File: src/rtl/iq_polar_converter_if.sv
// iq_polar_converter_if: sample/result bundle for the CORDIC polar converter.
//   en, iin, qin       : sample strobe and signed I/Q pair (driven by master)
//   mag, phase         : magnitude (>=0) and phase (2^PW counts per turn)
//   valid              : one-clock pulse on a new mag/phase
//   busy               : a sample is in flight
//   overrun            : sticky, a strobe arrived while busy and was dropped
// master = sample source / result sink, slave = converter.
interface iq_polar_converter_if #(
  parameter int unsigned DW = 24,
  parameter int unsigned PW = 32
) ();
  logic                 en;
  logic signed [DW-1:0] iin;
  logic signed [DW-1:0] qin;
  logic signed [DW-1:0] mag;
  logic signed [PW-1:0] phase;
  logic                 valid;
  logic                 busy;
  logic                 overrun;

  modport master (
    output en, iin, qin,
    input  mag, phase, valid, busy, overrun
  );

  modport slave (
    input  en, iin, qin,
    output mag, phase, valid, busy, overrun
  );
endinterface

File: src/rtl/iq_polar_converter.sv
// iq_polar_converter: iterative CORDIC vectoring stage, I/Q -> magnitude/phase.
// One sample is accepted in IDLE, rotated ITER times (one micro-rotation per
// clock), then registered out in DONE with a one-clock valid pulse. Latency is
// ITER+1 clocks from the accepting edge; back-to-back period is ITER+2 clocks.
// Ports:
//   clk   : system clock
//   rst_n : synchronous active-low reset, clears state and all outputs
//   bus   : iq_polar_converter_if.slave (en/iin/qin in; mag/phase/valid/
//           busy/overrun out)
// Build option:
//   IQ_POLAR_GAIN_COMP_EN : when defined, mag is scaled by 19898/2^15 (~1/1.6468)
//                           to remove the CORDIC gain; otherwise mag = sat(x).
module iq_polar_converter #(
  parameter int unsigned DW   = 24,
  parameter int unsigned PW   = 32,
  parameter int unsigned ITER = 16
) (
  input  logic                 clk,
  input  logic                 rst_n,
  iq_polar_converter_if.slave  bus
);

  localparam int unsigned KW = (ITER > 1) ? $clog2(ITER) : 1;
  // Two guard bits: room for the exact negation of -2^(DW-1) and for the
  // sqrt(2) * 1.647 growth of x during the rotations.
  localparam int unsigned XW = DW + 2;
  localparam real         Pi = 3.14159265358979323846;

  typedef enum logic [1:0] {StIdle, StRot, StDone} state_e;

  // round(atan(2^-k) * 2^PW / 2pi), evaluated at elaboration only.
  function automatic logic [PW-1:0] atan_entry(input int unsigned k);
    real kr;
    real r;
    kr = k;
    r  = $atan(2.0 ** (-kr)) * (2.0 ** PW) / (2.0 * Pi);
    return PW'(longint'(r));
  endfunction

  logic [PW-1:0] atan_lut [ITER];
  for (genvar g = 0; g < ITER; g++) begin : g_atan
    assign atan_lut[g] = atan_entry(g);
  end

  state_e               state_q, state_d;
  logic [KW-1:0]        k_q, k_d;
  logic signed [XW-1:0] x_q, x_d;
  logic signed [XW-1:0] y_q, y_d;
  logic [PW-1:0]        z_q, z_d;
  logic                 zero_q, zero_d;
  logic [DW-1:0]        mag_q, mag_d;
  logic [PW-1:0]        phase_q, phase_d;
  logic                 valid_q, valid_d;
  logic                 overrun_q, overrun_d;

  logic signed [XW-1:0] iin_ext, qin_ext;
  logic signed [XW-1:0] x_sh, y_sh;

  assign iin_ext = {{2{bus.iin[DW-1]}}, bus.iin};
  assign qin_ext = {{2{bus.qin[DW-1]}}, bus.qin};
  assign x_sh    = x_q >>> k_q;
  assign y_sh    = y_q >>> k_q;

  // Magnitude before saturation.
`ifdef IQ_POLAR_GAIN_COMP_EN
  localparam int unsigned MW = XW + 16;
  localparam logic signed [MW-1:0] GainComp = MW'(19898);
  logic signed [MW-1:0] x_wide, prod, mag_pre;
  assign x_wide  = {{16{x_q[XW-1]}}, x_q};
  assign prod    = x_wide * GainComp;
  assign mag_pre = prod >>> 15;
`else
  localparam int unsigned MW = XW;
  logic signed [MW-1:0] mag_pre;
  assign mag_pre = x_q;
`endif

  localparam logic signed [MW-1:0] MagMax = {{(MW-DW+1){1'b0}}, {(DW-1){1'b1}}};

  logic [DW-1:0] mag_sat;
  always_comb begin
    mag_sat = mag_pre[DW-1:0];
    if (mag_pre[MW-1]) begin
      mag_sat = '0;
    end else if (mag_pre > MagMax) begin
      mag_sat = MagMax[DW-1:0];
    end
  end

  always_comb begin
    state_d   = state_q;
    k_d       = k_q;
    x_d       = x_q;
    y_d       = y_q;
    z_d       = z_q;
    zero_d    = zero_q;
    mag_d     = mag_q;
    phase_d   = phase_q;
    valid_d   = 1'b0;
    overrun_d = overrun_q;

    if (bus.en && (state_q != StIdle)) begin
      overrun_d = 1'b1;
    end

    unique case (state_q)
      StIdle: begin
        if (bus.en) begin
          // Fold the left half-plane onto the right so CORDIC converges;
          // z starts at pi (== -pi in wrap arithmetic).
          if (iin_ext[XW-1]) begin
            x_d = -iin_ext;
            y_d = -qin_ext;
            z_d = {1'b1, {(PW-1){1'b0}}};
          end else begin
            x_d = iin_ext;
            y_d = qin_ext;
            z_d = '0;
          end
          // (0,0) would otherwise accumulate every table angle into z.
          zero_d  = (bus.iin == '0) && (bus.qin == '0);
          k_d     = '0;
          state_d = StRot;
        end
      end
      StRot: begin
        if (!y_q[XW-1]) begin
          x_d = x_q + y_sh;
          y_d = y_q - x_sh;
          z_d = z_q + atan_lut[k_q];
        end else begin
          x_d = x_q - y_sh;
          y_d = y_q + x_sh;
          z_d = z_q - atan_lut[k_q];
        end
        k_d = k_q + 1'b1;
        if (k_q == KW'(ITER - 1)) begin
          state_d = StDone;
        end
      end
      StDone: begin
        mag_d   = mag_sat;
        phase_d = zero_q ? '0 : z_q;
        valid_d = 1'b1;
        state_d = StIdle;
      end
      default: state_d = StIdle;
    endcase
  end

  always_ff @(posedge clk) begin
    if (!rst_n) begin
      state_q   <= StIdle;
      k_q       <= '0;
      x_q       <= '0;
      y_q       <= '0;
      z_q       <= '0;
      zero_q    <= 1'b0;
      mag_q     <= '0;
      phase_q   <= '0;
      valid_q   <= 1'b0;
      overrun_q <= 1'b0;
    end else begin
      state_q   <= state_d;
      k_q       <= k_d;
      x_q       <= x_d;
      y_q       <= y_d;
      z_q       <= z_d;
      zero_q    <= zero_d;
      mag_q     <= mag_d;
      phase_q   <= phase_d;
      valid_q   <= valid_d;
      overrun_q <= overrun_d;
    end
  end

  assign bus.mag     = mag_q;
  assign bus.phase   = phase_q;
  assign bus.valid   = valid_q;
  assign bus.busy    = (state_q != StIdle);
  assign bus.overrun = overrun_q;

endmodule

File: src/flat_wrapper.sv
// flat-port wrapper written by rule: the top's interface ports become plain ports
module iq_polar_converter_flat 
#(
  parameter int unsigned DW   = 24,
  parameter int unsigned PW   = 32,
  parameter int unsigned ITER = 16
)
  (clk, rst_n, bus_en, bus_iin, bus_qin, bus_mag, bus_phase, bus_valid, bus_busy, bus_overrun);
  iq_polar_converter_if #(.DW(DW), .PW(PW)) bus_i ();
  input  logic clk;
  input  logic rst_n;
  input wire logic [$bits(bus_i.en)-1:0] bus_en;
  input wire logic [$bits(bus_i.iin)-1:0] bus_iin;
  input wire logic [$bits(bus_i.qin)-1:0] bus_qin;
  output wire logic [$bits(bus_i.mag)-1:0] bus_mag;
  output wire logic [$bits(bus_i.phase)-1:0] bus_phase;
  output wire logic [$bits(bus_i.valid)-1:0] bus_valid;
  output wire logic [$bits(bus_i.busy)-1:0] bus_busy;
  output wire logic [$bits(bus_i.overrun)-1:0] bus_overrun;
  assign bus_i.en = bus_en;
  assign bus_i.iin = bus_iin;
  assign bus_i.qin = bus_qin;
  assign bus_mag = bus_i.mag;
  assign bus_phase = bus_i.phase;
  assign bus_valid = bus_i.valid;
  assign bus_busy = bus_i.busy;
  assign bus_overrun = bus_i.overrun;
  iq_polar_converter #(.DW(DW), .PW(PW), .ITER(ITER)) u_core (.clk(clk), .rst_n(rst_n), .bus(bus_i));
endmodule
File: config.mk
export PLATFORM = sky130hd
export DESIGN_NAME = iq_polar_converter_flat
export DESIGN_NICKNAME = d
export VERILOG_FILES = /design/src/rtl/iq_polar_converter_if.sv /design/src/rtl/iq_polar_converter.sv /design/src/flat_wrapper.sv
export SDC_FILE = /design/constraint.sdc
export NUM_CORES = 1
export LEC_CHECK = 0
export BUFFER_PORTS_ARGS = -buffer_cell sky130_fd_sc_hd__buf_2
export CAP_MARGIN = 20
export CORE_MARGIN = 2
export CORE_UTILIZATION = 38
export CTS_CLUSTER_SIZE = 10
export DETAILED_ROUTE_END_ITERATION = 10
export PLACE_DENSITY_LB_ADDON = 0.05
export SYNTH_ARGS = -nofsm -noshare
export SYNTH_HDL_FRONTEND = slang
export SYNTH_SLANG_ARGS = --single-unit
File: constraint.sdc
create_clock -name clk -period 5.35 [get_ports clk]
set_input_delay 0.2675 -clock clk [delete_from_list [all_inputs] [get_ports clk]]
set_output_delay 0.2675 -clock clk [all_outputs]
set_load 0.01 [all_outputs]
==> impl_summary.md, run 1 <==
Outcome
The flow ran to the end, and the final reports show no timing, DRC or antenna violations.

GRT
The global-route wire length before repair is 83800 µm. The via count of the first global-routing pass is 14700. The overall overflow remaining after global route is 0. The number of antenna violations at the first check in global routing is 0. Global routing consumed, over all layers together, 25.6% of the routing resources.

Entering global routing, the biggest net connects 75 pins.

Synthesis
The post-synthesis area per instance is 7.61 µm². The primary flip-flop cell chosen by synthesis mapping is dfxtp_1. The distinct cell type count of the synthesized netlist is 95.

The synthesized instance count is 2011. The Yosys step of the flow raised 0 warnings. The combined area of all synthesized cells is 15300 µm². The number of nets produced by synthesis is 2162. Yosys mapped a number of flops with a built-in enable equal to 0. Sequential cells were found to cover 19.5% of the synthesized design area. For this run, asynchronously set or reset flops after synthesis account for 0%. The synthesized design contains 149 register bits.

Route
The first detailed-routing pass ran for 7 iterations. The final routed wire length divided by cell count is 20.0 µm. Summed over all layers, the routed wires come to 53300 µm. Summing over every cut layer, the via total after detailed routing is 15400. After the first detailed-routing iteration, the DRC count stood at 952. The detail-routed via count per cell is 5.77. In the routed design, unresolved DRC markers number 0. The number of nets with antenna violations after detailed routing is 0.

Finish
Cells with a size suffix above 1 make up 17.4% of the layout. The total inserted antenna cells is 0. After the last flow step, the layout net total stands at 2286. From synthesis to final layout, the design area changed by 15.0%. After routing the design area is 17600 µm².

Min path
In this run the most critical hold path is launched from bus_en. The cell depth of the worst hold path is 3. For hold timing, the worst endpoint is u_core.bus.overrun. In this run the worst hold path is classified as in2reg.

Clock tree
The number of sinks driven by the clock tree is 149. The TritonCTS buffer count is 17. The H-tree depth is 4. The buffer depth of the longest clock path is 2. The clock input transition at the sequential cells of the worst setup and hold paths is 70 ps.

The tree is rooted in a clkbuf_16. The clock network latency to the later pin of the worst-skew pair is 470 ps. TritonCTS built the clock tree.

STA
Headroom to the max-slew limit came out at 34.3%. Across the routed clock network, the largest skew measured is 14.0 ps. The final count of pins violating max slew is 0. The maximum achievable frequency is 196 MHz. The final-report setup violation count is 0.

The clock period minus final worst setup slack is 5100 ps. Dividing the final minimum period by the clock period gives 95.4%. The transition time of the tightest slew-check pin is 985 ps. The aggregate negative setup slack is 0 ps. The setup slack of the critical path after layout is 245 ps.

The total count of hold-check failures in the final report came to 0. Setup repair after global routing could not meet its margin everywhere. Hold is met by 70.5 ps.

Place
The number of port buffers is 109. The HPWL after detailed placement is 41500 µm. Summing all placed instances gives a cell area of 16900 µm². The minimum setup slack after placement is 177 ps. The final RePlAce weighted congestion is 0.943.

Floorplanning
The initial utilization of the core area, before any placement, comes to 38.5%. The die is 205 µm tall. The width of the chip is 205 µm.

The area of the die is 41900 µm². The placeable core region is 39700 µm². After floorplanning, the core was divided into 73 placement rows. For this design the top-level I/O count stands at 110.

Setup path
The worst reg2reg path endpoint is u_core.y_q[24]. In this run the critical register-to-register path is launched from u_core.k_q[1]. The worst setup path is launched from a flop. The largest fanout of any net on the critical path is 12. The data required time at the worst endpoint is 5710 ps.

The number of cells on the worst reg-to-reg path is 20. The register-to-register path setup slack is 250 ps. STA puts the critical path data arrival time at 5460 ps. The critical path endpoint category is a flop.

The critical path is of the reg2reg type.

Pwr
The worst vdd rail ir drop is 0.214 mV. For this design the static power due to leakage is 7.22 nW. The overall power after layout is 7.68 mW.

The power density normalized to cell area is 436 nW/µm².

Job
The tool flagged a number of max-cap violations equal to 0.
[per-layer routing]
layer / GRT usage [%] / vias to the layer above / part of all wire, %
met4: 12.4 / 0 / 4.4
li1: - / 7618 / -
met5: 0 / - / 0
met2: 42.4 / 369 / 47
met1: 33.2 / 7346 / 45
met3: 2.64 / 88 / 3.8
[cells in the final DEF (no fill, tap or decap), types with 5 or more instances in the layout]
cell       count
a211o_1        6
a211oi_1      40
a21boi_0       9
a21o_1        34
a21oi_1      201
a221oi_1       7
a22o_1        30
a31oi_1       32
and2_1        17
and3_1        11
buf_2        109
buf_4        119
clkbuf_16     18
dfxtp_1      144
ha_1          96
inv_1         46
mux2_2        18
mux2i_1       61
mux4_2        29
nand2_1      177
nand2b_1      21
nand3_1       48
nand4_1       11
nor2_1       227
nor2b_1       18
nor3_1        50
nor4_1         5
o211ai_1       8
o21a_1        19
o21ai_0      131
o21bai_1      11
o22ai_1       17
o31a_1         5
o31ai_1       15
o41ai_1        8
or2_2         12
or3_1         16
or4_1         11
xnor2_1       86
xor2_1        89
[cells in the mapped netlist (9+ instances only)]
| cell type | number | area [µm²] |
|---|---|---|
| mux2i_1 | 62 | 621 |
| xor2_1 | 89 | 780 |
| buf_2 | 16 | 80.1 |
| a211oi_1 | 41 | 308 |
| o31ai_1 | 16 | 120 |
| ha_1 | 97 | 1210 |
| nor3_1 | 52 | 260 |
| nand3_1 | 48 | 240 |
| o21ai_0 | 132 | 661 |
| and2_1 | 18 | 113 |
| clkbuf_1 | 87 | 327 |
| nand2b_1 | 23 | 144 |
| o22ai_1 | 17 | 106 |
| a21boi_0 | 9 | 67.6 |
| nand2_1 | 178 | 668 |
| a21oi_1 | 202 | 1010 |
| or2_2 | 12 | 75.1 |
| or3_1 | 16 | 100 |
| a31oi_1 | 32 | 200 |
| buf_1 | 15 | 56.3 |
| dfxtp_1 | 149 | 2980 |
| or4_1 | 11 | 82.6 |
| and3_1 | 11 | 68.8 |
| nor2b_1 | 19 | 119 |
| mux4_2 | 29 | 653 |
| inv_1 | 46 | 173 |
| nor2_1 | 228 | 856 |
| mux2_2 | 18 | 203 |
| nand4_1 | 11 | 68.8 |
| a21o_1 | 34 | 255 |
| o21bai_1 | 11 | 82.6 |
| xnor2_1 | 86 | 753 |
| o21a_1 | 19 | 143 |
| a22o_1 | 30 | 263 |
[flip-flops by register name, summed over array words and instances, names as in the netlist]
register	flops
u_core.k_q	4
u_core.z_q	32
u_core.bus.valid	1
u_core.bus.phase	32
u_core.mag_pre	26
u_core.zero_q	1
u_core.bus.overrun	1
u_core.bus.mag	24
u_core.y_q	26
u_core.state_q	2
[cells by family (layout without fill, tap and decap cells)]
group	count (synthesis)	count (layout)	synth area share (%)
buf+inv	177	312	5.03
fa+ha+maj	100	100	8.33
simple gates	653	653	19.7
compound gates	644	644	27.2
mux	113	113	10.2
flops	149	149	19.5
xor+xnor	175	175	10.0
[report_power, final]
group	switching (mW)	total, mW	internal [mW]
logic	2.73	4.89	2.17
clock network	0.550	1.25	0.698
registers	0.287	1.54	1.25
total	3.56	7.68	4.12
[what timing repair did]
item | in CTS | in global routing
gates resized for setup | 0 | 20
endpoints found under the setup margin | 0 | 15
hold buffers | 0 | 0
buffers inserted | 0 | 3
[worst max-delay path by stage]
stage                     depth (start not counted)                  to           from  slack (ps)
after CTS                                        20      u_core.y_q[24]  u_core.k_q[1]         130
final                                            20      u_core.y_q[24]  u_core.k_q[1]         250
after global placement                           20      u_core.y_q[24]  u_core.k_q[1]         180
after detailed placement                         20      u_core.y_q[24]  u_core.k_q[1]         180
after floorplan                                  28  u_core.mag_pre[25]  u_core.k_q[1]          10
after global routing                             22  u_core.mag_pre[25]  u_core.k_q[1]         -60
[critical path, cell delays in order (launching register included)]
cell	delay, ps
dfxtp_4	450
buf_4	190
mux4_2	490
and2_1	180
a211oi_1	210
a21o_1	130
ha_1	160
a21boi_0	260
nor2_1	80
xnor2_1	130
ha_1	330
a21o_1	200
a221o_1	390
a311oi_2	300
o21ai_0	200
a21o_1	210
a21oi_1	210
o21ai_0	220
a2111oi_1	460
nor3_1	80
o31a_1	110
[stage by stage]
stage / cells / util, %
final: 2671 / 44.3
after global routing: 2671 / 44.3
after CTS: 2667 / 43.9
after detailed placement: 2637 / 42.5
after global placement: 2637 / 42.5
after floorplan: 2011 / -
[final cells by class]
cell class / count / area (µm²)
Multi-Input combinational cell: 1685 / 11700
Tap cell: 525 / 657
Sequential cell: 149 / 3000
Clock buffer: 20 / 447
Fill cell: 4155 / 22100
Timing Repair Buffer: 233 / 1530
Clock inverter: 10 / 124
Inverter: 49 / 184
Power figures use the tool's default switching activity.
==> run 2: changes to the inputs <==
Settings changed: ABC_AREA from default to 1.
==> run 2 against run 1 <==
Sequential cell count stayed put. Via count is 15% higher. Total power is 9.6% lower. Setup slack better by 340 ps. Synthesized cell count is 29% higher. Clock power is 3% higher. Cell area is 1.6% lower. Critical endpoint is now u_core.y_q[25].
==> impl_summary.md, run 2 <==
Route
The number of design rule violations left after detail routing was 0 (unchanged). The number of nets with antenna violations after detailed routing was 0 (unchanged). The count of routing violations after the opening detailed-route iteration is 1321 (+39%). The routed wire length is 61000 µm (+14%). The detail-routed via count per cell is 5.57 (-3.6%). The final routed wire length divided by cell count is 19.2 µm (-4.0%). The number of optimization iterations in the first detailed-route pass is 5 (-2).

The count of vias placed by the detailed router was 17700 (+15%).

Setup path
In this run the critical register-to-register path is captured at u_core.y_q[25]. The stage delay of the slowest cell on the critical path is 450 ps (-40 ps). The data required time at the worst endpoint is 5780 ps (+70 ps). The category of the worst setup path launch point is a flop. The setup path with the least slack is of type reg2reg. The master of the slowest instance on the critical path is buf_6. The depth of the most critical reg-to-reg path is 24 (+20%).

The cell class contributing the biggest share of worst-path delay is simple AND/OR/NAND/NOR gates. The critical path depth is 24 (+20%). Walking the worst path, the cells encountered are buf_6 > o21ai_0 > or2_0 > nand3_1 > nand2_1 > nand2_1 > inv_1 > ha_1 > nand4_2 > nor2_4 > nor2_1 > xor2_1 > inv_1 > ha_1 > nand2_1 > nor2_1 > nand4_1 > o21ai_0 > a21boi_0 > o21ai_0 > inv_1 > nand3_1 > nand3_1 > a21oi_1.

The critical path arrival came to 5190 ps (-270 ps). The startpoint of the most critical register-to-register path is u_core.k_q[0]. The largest fanout of any net on the critical path is 57 (+45).

The buffers plus inverters on the worst setup path was 4 (+3). The register-to-register path setup slack is 590 ps (+340 ps). The critical path endpoint category is a flop.

Synthesis
Sorting the synthesized cells by how often they occur yields nand2_1, nand3_1, a21oi_1, o21ai_0, inv_1. The proportion of netlist area held by the largest area contributor is 18.8% (-0.67 points). By area the synthesized netlist is led by dfxtp_1, nand2_1, nand3_1, a21oi_1, ha_1. The synthesized-area fraction occupied by ao, oa, aoi and oai cells is 23.0% (-4.2 points). The post-synthesis area per instance is 6.10 µm² (-20%). The proportion of synthesized area in mux cells came to 0% (-10 points). The primary flip-flop cell chosen by synthesis mapping is dfxtp_1.

The most frequent cell after synthesis is nand2_1. The number of nets produced by synthesis is 2747 (+27%). The combined area of all synthesized cells was 15800 µm² (+3.5%). The distinct cell type count of the synthesized netlist is 63 (-34%).

The number of synthesis warnings is 0 (unchanged). The count of flip-flops with a built-in enable after synthesis is 0 (unchanged). After synthesis, the largest family of logic cells by area is simple AND/OR/NAND/NOR gates. The library cell occupying the most area in the post-synthesis netlist is dfxtp_1. The adder-cell share of the synthesized area is 8.04% (-0.28 points). The synthesized instance count is 2596 (+29%). The sequential element share of the synthesized area is 18.8% (-0.67 points). The xor and xnor area share after synthesis is 4.87% (-5.2 points).

The flip-flop and latch count after synthesis is 149 (unchanged). The simple-gate portion of the synthesized area was 35.8% (+16 points). The post-synthesis async set-or-reset flop share is 0% (unchanged).

STA
The final hold slack is 104 ps (+33.6 ps). The setup skew after layout was 16.3 ps (+2.26 ps). The final period utilization was 89.0% (-6.4 points). The maximum achievable frequency was 210 MHz (+7.2%). The final count of pins violating max slew came to 0 (unchanged). The transition time of the tightest slew-check pin came to 1060 ps (+75.1 ps).

The total count of hold-check failures in the final report is 0 (unchanged). Setup repair after global routing left no endpoint under its margin. The setup slack of the critical path after layout was 590 ps (+345 ps). The worst max-slew margin expressed relative to the limit is 29.2% (-5.1 points). The aggregate negative setup slack is 0 ps (unchanged).

The final-report setup violation count is 0 (unchanged). The clock period minus final worst setup slack is 4760 ps (-345 ps).

GRT
The via count of the first global-routing pass came to 16800 (+14%). The global-route wire length before repair came to 94800 µm (+13%). The number of antenna violations at the first check in global routing is 0 (unchanged). The pin count of the biggest net entering global routing is 58 (-23%). The overall routing resource usage was 28.1% (+2.5 points). The overall overflow remaining after global route came to 0 (unchanged).

Place
The placed wire-length estimate after detailed placement is 47700 µm (+15%). The final RePlAce weighted congestion is 0.933 (-1.1%). The minimum setup slack after placement is 539 ps (+361 ps). The number of port buffers came to 109 (unchanged).

Clock tree
The number of sinks driven by the clock tree is 149 (unchanged). The buffer depth of the longest clock path is 2 (unchanged). The root buffer cell chosen for the clock tree is clkbuf_16. The H-tree depth came to 4 (unchanged). The TritonCTS buffer count came to 17 (unchanged). The clock network latency to the later pin of the worst-skew pair is 500 ps (+30 ps). The clock input transition at the sequential cells of the worst setup and hold paths is 70 ps (about the same).

TritonCTS built the clock tree.

Floorplanning
The height of the chip is 208 µm (+1.7%). The starting density of the core is 38.6% (+0.11 points). The width of the chip came to 208 µm (+1.7%). The placeable core region came to 41000 µm² (+3.2%).

The area of the die was 43300 µm² (+3.5%). The number of rows in the core area is 74 (+1.4%). The I/O pin count was 110 (unchanged).

Job
The reported max-cap violation count is 0 (unchanged).

Pwr
The power density normalized to cell area came to 401 nW/µm² (-8.1%). The worst vdd rail ir drop came to 0.181 mV (-15%). The overall power after layout is 6.94 mW (-9.6%). The reported leakage power is 8.26 nW (+14%).

Finish
The share of post-route cells with drive strength above 1 is 11.5% (-5.9 points). The number of nets in the finished design was 2788 (+22%). Leaving out fill and tap cells, the most frequent cells in the layout are nand2_1, nand3_1, a21oi_1, o21ai_0, inv_1. The area growth from synthesis to layout is 9.31%. The total inserted antenna cells came to 0 (unchanged). Leaving out fill and tap cells, the most frequent cell in the layout is nand2_1. The final core utilization came to 42.2% (-2.1 points).

Min path
The tightest min-delay check is of the in2reg type. The startpoint identified for the worst hold timing path is bus_qin[0]. The cell depth of the worst hold path was 3 (unchanged). The endpoint of the worst hold path is u_core.y_q[0].

Outcome
The run finished with clean final reports.
## run 2: worst max path at each step
stage / endpoint / slack, ps / start
2_1_floorplan: u_core.z_q[21] / 1050 / u_core.k_q[0]
3_3_place_gp: u_core.y_q[25] / 620 / u_core.k_q[0]
3_5_place_dp: u_core.y_q[25] / 540 / u_core.k_q[0]
4_1_cts: u_core.y_q[25] / 480 / u_core.k_q[0]
5_1_grt: u_core.z_q[25] / 60 / u_core.k_q[0]
6_report: u_core.y_q[25] / 590 / u_core.k_q[0]
## run 2: final cells by class
class	count	area, µm²
multi-input combinational	2099	11400
timing repair buffer	144	818
clock inverter	15	185
tap	532	666
inverter	226	856
sequential	149	2990
fill	4496	23700
clock buffer	17	425
## run 2: timing repair
action                                  in CTS  in global routing
endpoints found under the setup margin       0                  2
resized for setup                            0                  2
hold endpoints to repair                     1                  0
setup buffers                                0                  0
hold buffers                                 1                  0
## run 2: power breakdown
part | leakage [nW] | switching, mW | internal (mW)
combinational | 6.75 | 2.78 | 1.40
sequential | 1.22 | 0.239 | 1.23
clock | 0.286 | 0.621 | 0.668
## run 2: layer usage
metal	GRT usage, %	share of wire, %	vias to the layer above
li1	-	-	8930
met1	36.2	45	8218
met2	47.3	47	476
met3	3.94	4.5	91
met4	11.3	3.6	0
met5	0	0	-
## run 2: tightest hold or removal path, delay by kind of cell
| kind | cells | cell delay, ps |
|---|---|---|
| compound gates | 1 | 80 |
| simple gates | 1 | 80 |
| buf+inv | 1 | 120 |
## run 2: logic make-up after synthesis
logic type / after synthesis
DFF: 149
xor gates and xnor gates: 88
buffers and inverters: 348
and+or+nand+nor: 1259
adders and majority gates: 100
AOI/OAI and AO/OA: 652
## run 2: stage by stage
stage / cells / area, µm²
after floorplan: 2596 / 15800
after detailed placement: 3149 / 16700
after CTS: 3182 / 17300
after global routing: 3182 / 17300
final: 3182 / 17300
after global placement: 3149 / 16700
==> run 3: changes to the inputs <==
Settings changed: CAP_MARGIN 20 to 25, CORE_UTILIZATION 38 to 45.
==> run 3 against run 2 <==
Utilization grew 7.5 points. Largest cell class unchanged. Critical path depth shrank 1. Sequential power is essentially flat. Clock skew shrank 4.6 ps. Worst hold slack lost 46 ps. Clock power is essentially flat. Combinational power grew 1%.
==> impl_summary.md, run 3 (synthesis gave the netlist of run 2 again) <==
Clock tree
The clock network latency to the later pin of the worst-skew pair came to 460 ps (-40 ps). The number of hold buffers added after CTS was 0 (-1). The clock tree from TritonCTS is done.

The number of sinks driven by the clock tree is 149 (unchanged). The buffer depth of the longest clock path came to 2 (unchanged). The TritonCTS buffer count is 17 (unchanged). The clock input transition at the sequential cells of the worst setup and hold paths was 70 ps (about the same). The clock tree root buffer cell is clkbuf_16.

The H-tree depth came to 4 (unchanged).

Pwr
The worst vdd rail ir drop is 0.248 mV (+37%). The power share of the combinational group came to 60.6% (+0.4 points). The power density normalized to cell area is 405 nW/µm² (+0.90%). The fraction of power spent switching nets came to 51.9% (-0.53 points). The internal power contribution was 3.35 mW (+1.4%).

The fraction of power consumed by the clock network is 18.5% (about the same). The reported leakage power is 8.27 nW (+0.15%). The switching power is 3.61 mW (-0.69%). The share of power burned in registers is 21.0% (-0.2 points).

Place
The number of placed cells counting well taps was 3069 (-2.5%). The number of port buffers was 109 (unchanged). The final RePlAce weighted congestion is 0.969 (+3.9%). The placed wire-length estimate after detailed placement was 45700 µm (-4.2%).

Setup path
The depth of the most critical reg-to-reg path was 23 (-4.2%). The worst setup path is launched from a flop. In this run the worst setup path terminates at u_core.y_q[11]. The data required time at the worst endpoint is 5690 ps (-90 ps). Traced cell by cell, the critical path runs through inv_6 > buf_4 > nor2_4 > inv_1 > or2_0 > nand3_1 > nand2_1 > nand2_1 > inv_1 > ha_1 > nor2_1 > xor2_1 > inv_1 > ha_1 > nand3_1 > nand2_1 > a21boi_0 > o21ai_0 > a21oi_1 > o21ai_0 > o21ai_0 > a21oi_1 > nor3_1. The critical path launch point is u_core.k_q[1]. The stage delay of the slowest cell on the critical path is 540 ps (+90 ps). The buffers plus inverters on the worst setup path is 5 (+1). The register-to-register path setup slack was 480 ps (-110 ps).

The cell class contributing the biggest share of worst-path delay is compound AO/OA/AOI/OAI gates. The critical setup path kind is reg2reg. The worst reg2reg path endpoint is u_core.y_q[11].

The master of the slowest instance on the critical path is o21ai_0. The startpoint of the most critical register-to-register path is u_core.k_q[1]. The critical path arrival is 5210 ps (+20 ps). The largest fanout of any net on the critical path is 48 (-16%). The critical path depth is 23 (-4.2%). The worst setup path is captured at a flop.

Finish
The share of post-route cells with drive strength above 1 is 11.4% (-0.10 points). The total inserted antenna cells was 0 (unchanged). The layout filler cell count is 3707 (-18%). Leaving out fill and tap cells, the most frequent cells in the layout are nand2_1, nand3_1, a21oi_1, o21ai_0, inv_1. The area growth from synthesis to layout is 8.68%.

The library cell used most frequently in the layout, excluding fill and tap cells, is nand2_1. The combined area of the multi-input logic cells is 11400 µm² (unchanged). The number of nets in the finished design is 2785 (-0.11%).

The post-route non-filler standard cell count is 3102 (-2.5%). The register area was 2990 µm² (unchanged).

Floorplanning
The width of the chip is 192 µm (-8.0%). The starting density of the core came to 45.7% (+7.1 points). The I/O pin count is 110 (unchanged). The placeable core region is 34600 µm² (-16%). The number of rows in the core area is 68 (-8.1%). The height of the chip was 192 µm (-8.0%). The area of the die is 36700 µm² (-15%).

GRT
The overall routing resource usage came to 32.2% (+4.1 points). The via count of the first global-routing pass is 16500 (-1.5%). The number of antenna violations at the first check in global routing is 0 (unchanged).

The overall overflow remaining after global route was 0 (unchanged). The pin count of the biggest net entering global routing is 80 (+38%). The global-route wire length before repair is 91600 µm (-3.4%).

STA
The clock period minus final worst setup slack is 4870 ps (+108 ps). The aggregate negative setup slack is 0 ps (unchanged). The maximum achievable frequency is 205 MHz (-2.2%). The transition time of the tightest slew-check pin is 925 ps (-135 ps). The worst max-slew margin expressed relative to the limit is 38.3% (+9.1 points). The final count of pins violating max slew is 0 (unchanged). The final hold slack came to 57.7 ps (-46.4 ps).

The setup skew after layout is 11.7 ps (-4.63 ps). Setup repair after global routing left no endpoint under its margin. The final-report setup violation count was 0 (unchanged). The final period utilization is 91.0% (+2.0 points). The total count of hold-check failures in the final report came to 0 (unchanged).

Route
The number of design rule violations left after detail routing came to 0 (unchanged). The count of routing violations after the opening detailed-route iteration is 1581 (+20%). The detail-routed via count per cell came to 5.77 (+3.6%). The number of optimization iterations in the first detailed-route pass is 6 (+1). The count of vias placed by the detailed router is 17900 (+1.0%). The routed wire length is 59300 µm (-2.9%). The number of nets with antenna violations after detailed routing is 0 (unchanged). The final routed wire length divided by cell count is 19.1 µm (-0.36%).

Job
The reported max-cap violation count is 0 (unchanged).

Min path
The type of the most critical hold path is in2reg. The cell depth of the worst hold path came to 3 (unchanged).

Outcome
The run finished with clean final reports.
## run 3: per-layer routing
metal	wire, µm	global-route usage [%]	share of wire [%]
met1	25500	40.8	43
met2	27600	54.8	47
met3	3340	3.56	5.6
met4	2790	14.7	4.7
met5	0	0	0
## run 3: per-stage QoR
stage / total power [mW] / utilization, % / cell area [µm²] / setup slack (ps)
2_1_floorplan: 4.49 / - / 15800 / 1050
3_3_place_gp: 5.60 / 47.9 / 16600 / 593
3_5_place_dp: 5.61 / 47.9 / 16600 / 542
4_1_cts: 6.92 / 49.6 / 17200 / 512
5_1_grt: 7.54 / 49.7 / 17200 / 13.8
6_report: 6.96 / 49.7 / 17200 / 482
## run 3: power by group through the flow
stage / registers, mW / logic (mW) / clock network [mW]
global route: 1.46 / 4.71 / 1.36
CTS: 1.45 / 4.16 / 1.31
finish: 1.46 / 4.22 / 1.29
floorplan: 1.35 / 3.14 / 0
detailed placement: 1.48 / 4.13 / 0
global placement: 1.48 / 4.13 / 0
## run 3: worst min path at each step
stage | from | to
after floorplan | bus_en | u_core.bus.overrun
after CTS | bus_en | u_core.bus.overrun
after global routing | bus_en | u_core.bus.overrun
after detailed placement | u_core.bus.mag[23] | u_core.bus.mag[23]
after global placement | u_core.bus.mag[23] | u_core.bus.mag[23]
final | bus_en | u_core.bus.overrun
## run 3: final cells by class
cell class,instances,share of cell area [%]
inverters,226,4.97
clock buffers,19,2.57
flip-flops and latches,149,17.4
clock inverters,13,0.916
multi-input cells,2099,66.1
well taps,455,3.31
repair buffers,141,4.80
## run 3: what timing repair did
action                     CTS  global route
gates resized for setup      0             1
setup endpoints to repair    0             4
buffers inserted             0             0
## run 3: worst reg2reg max path, cell delays in order (launching register included)
cell and delay (ps):
dfxtp_2 450, inv_6 40, buf_4 300, nor2_4 330, inv_1 130, or2_0 230
nand3_1 80, nand2_1 90, nand2_1 250, inv_1 80, ha_1 220, nor2_1 140
xor2_1 180, inv_1 90, ha_1 350, nand3_1 120, nand2_1 100, a21boi_0 160
o21ai_0 540, a21oi_1 200, o21ai_0 340, o21ai_0 130, a21oi_1 170, nor3_1 60
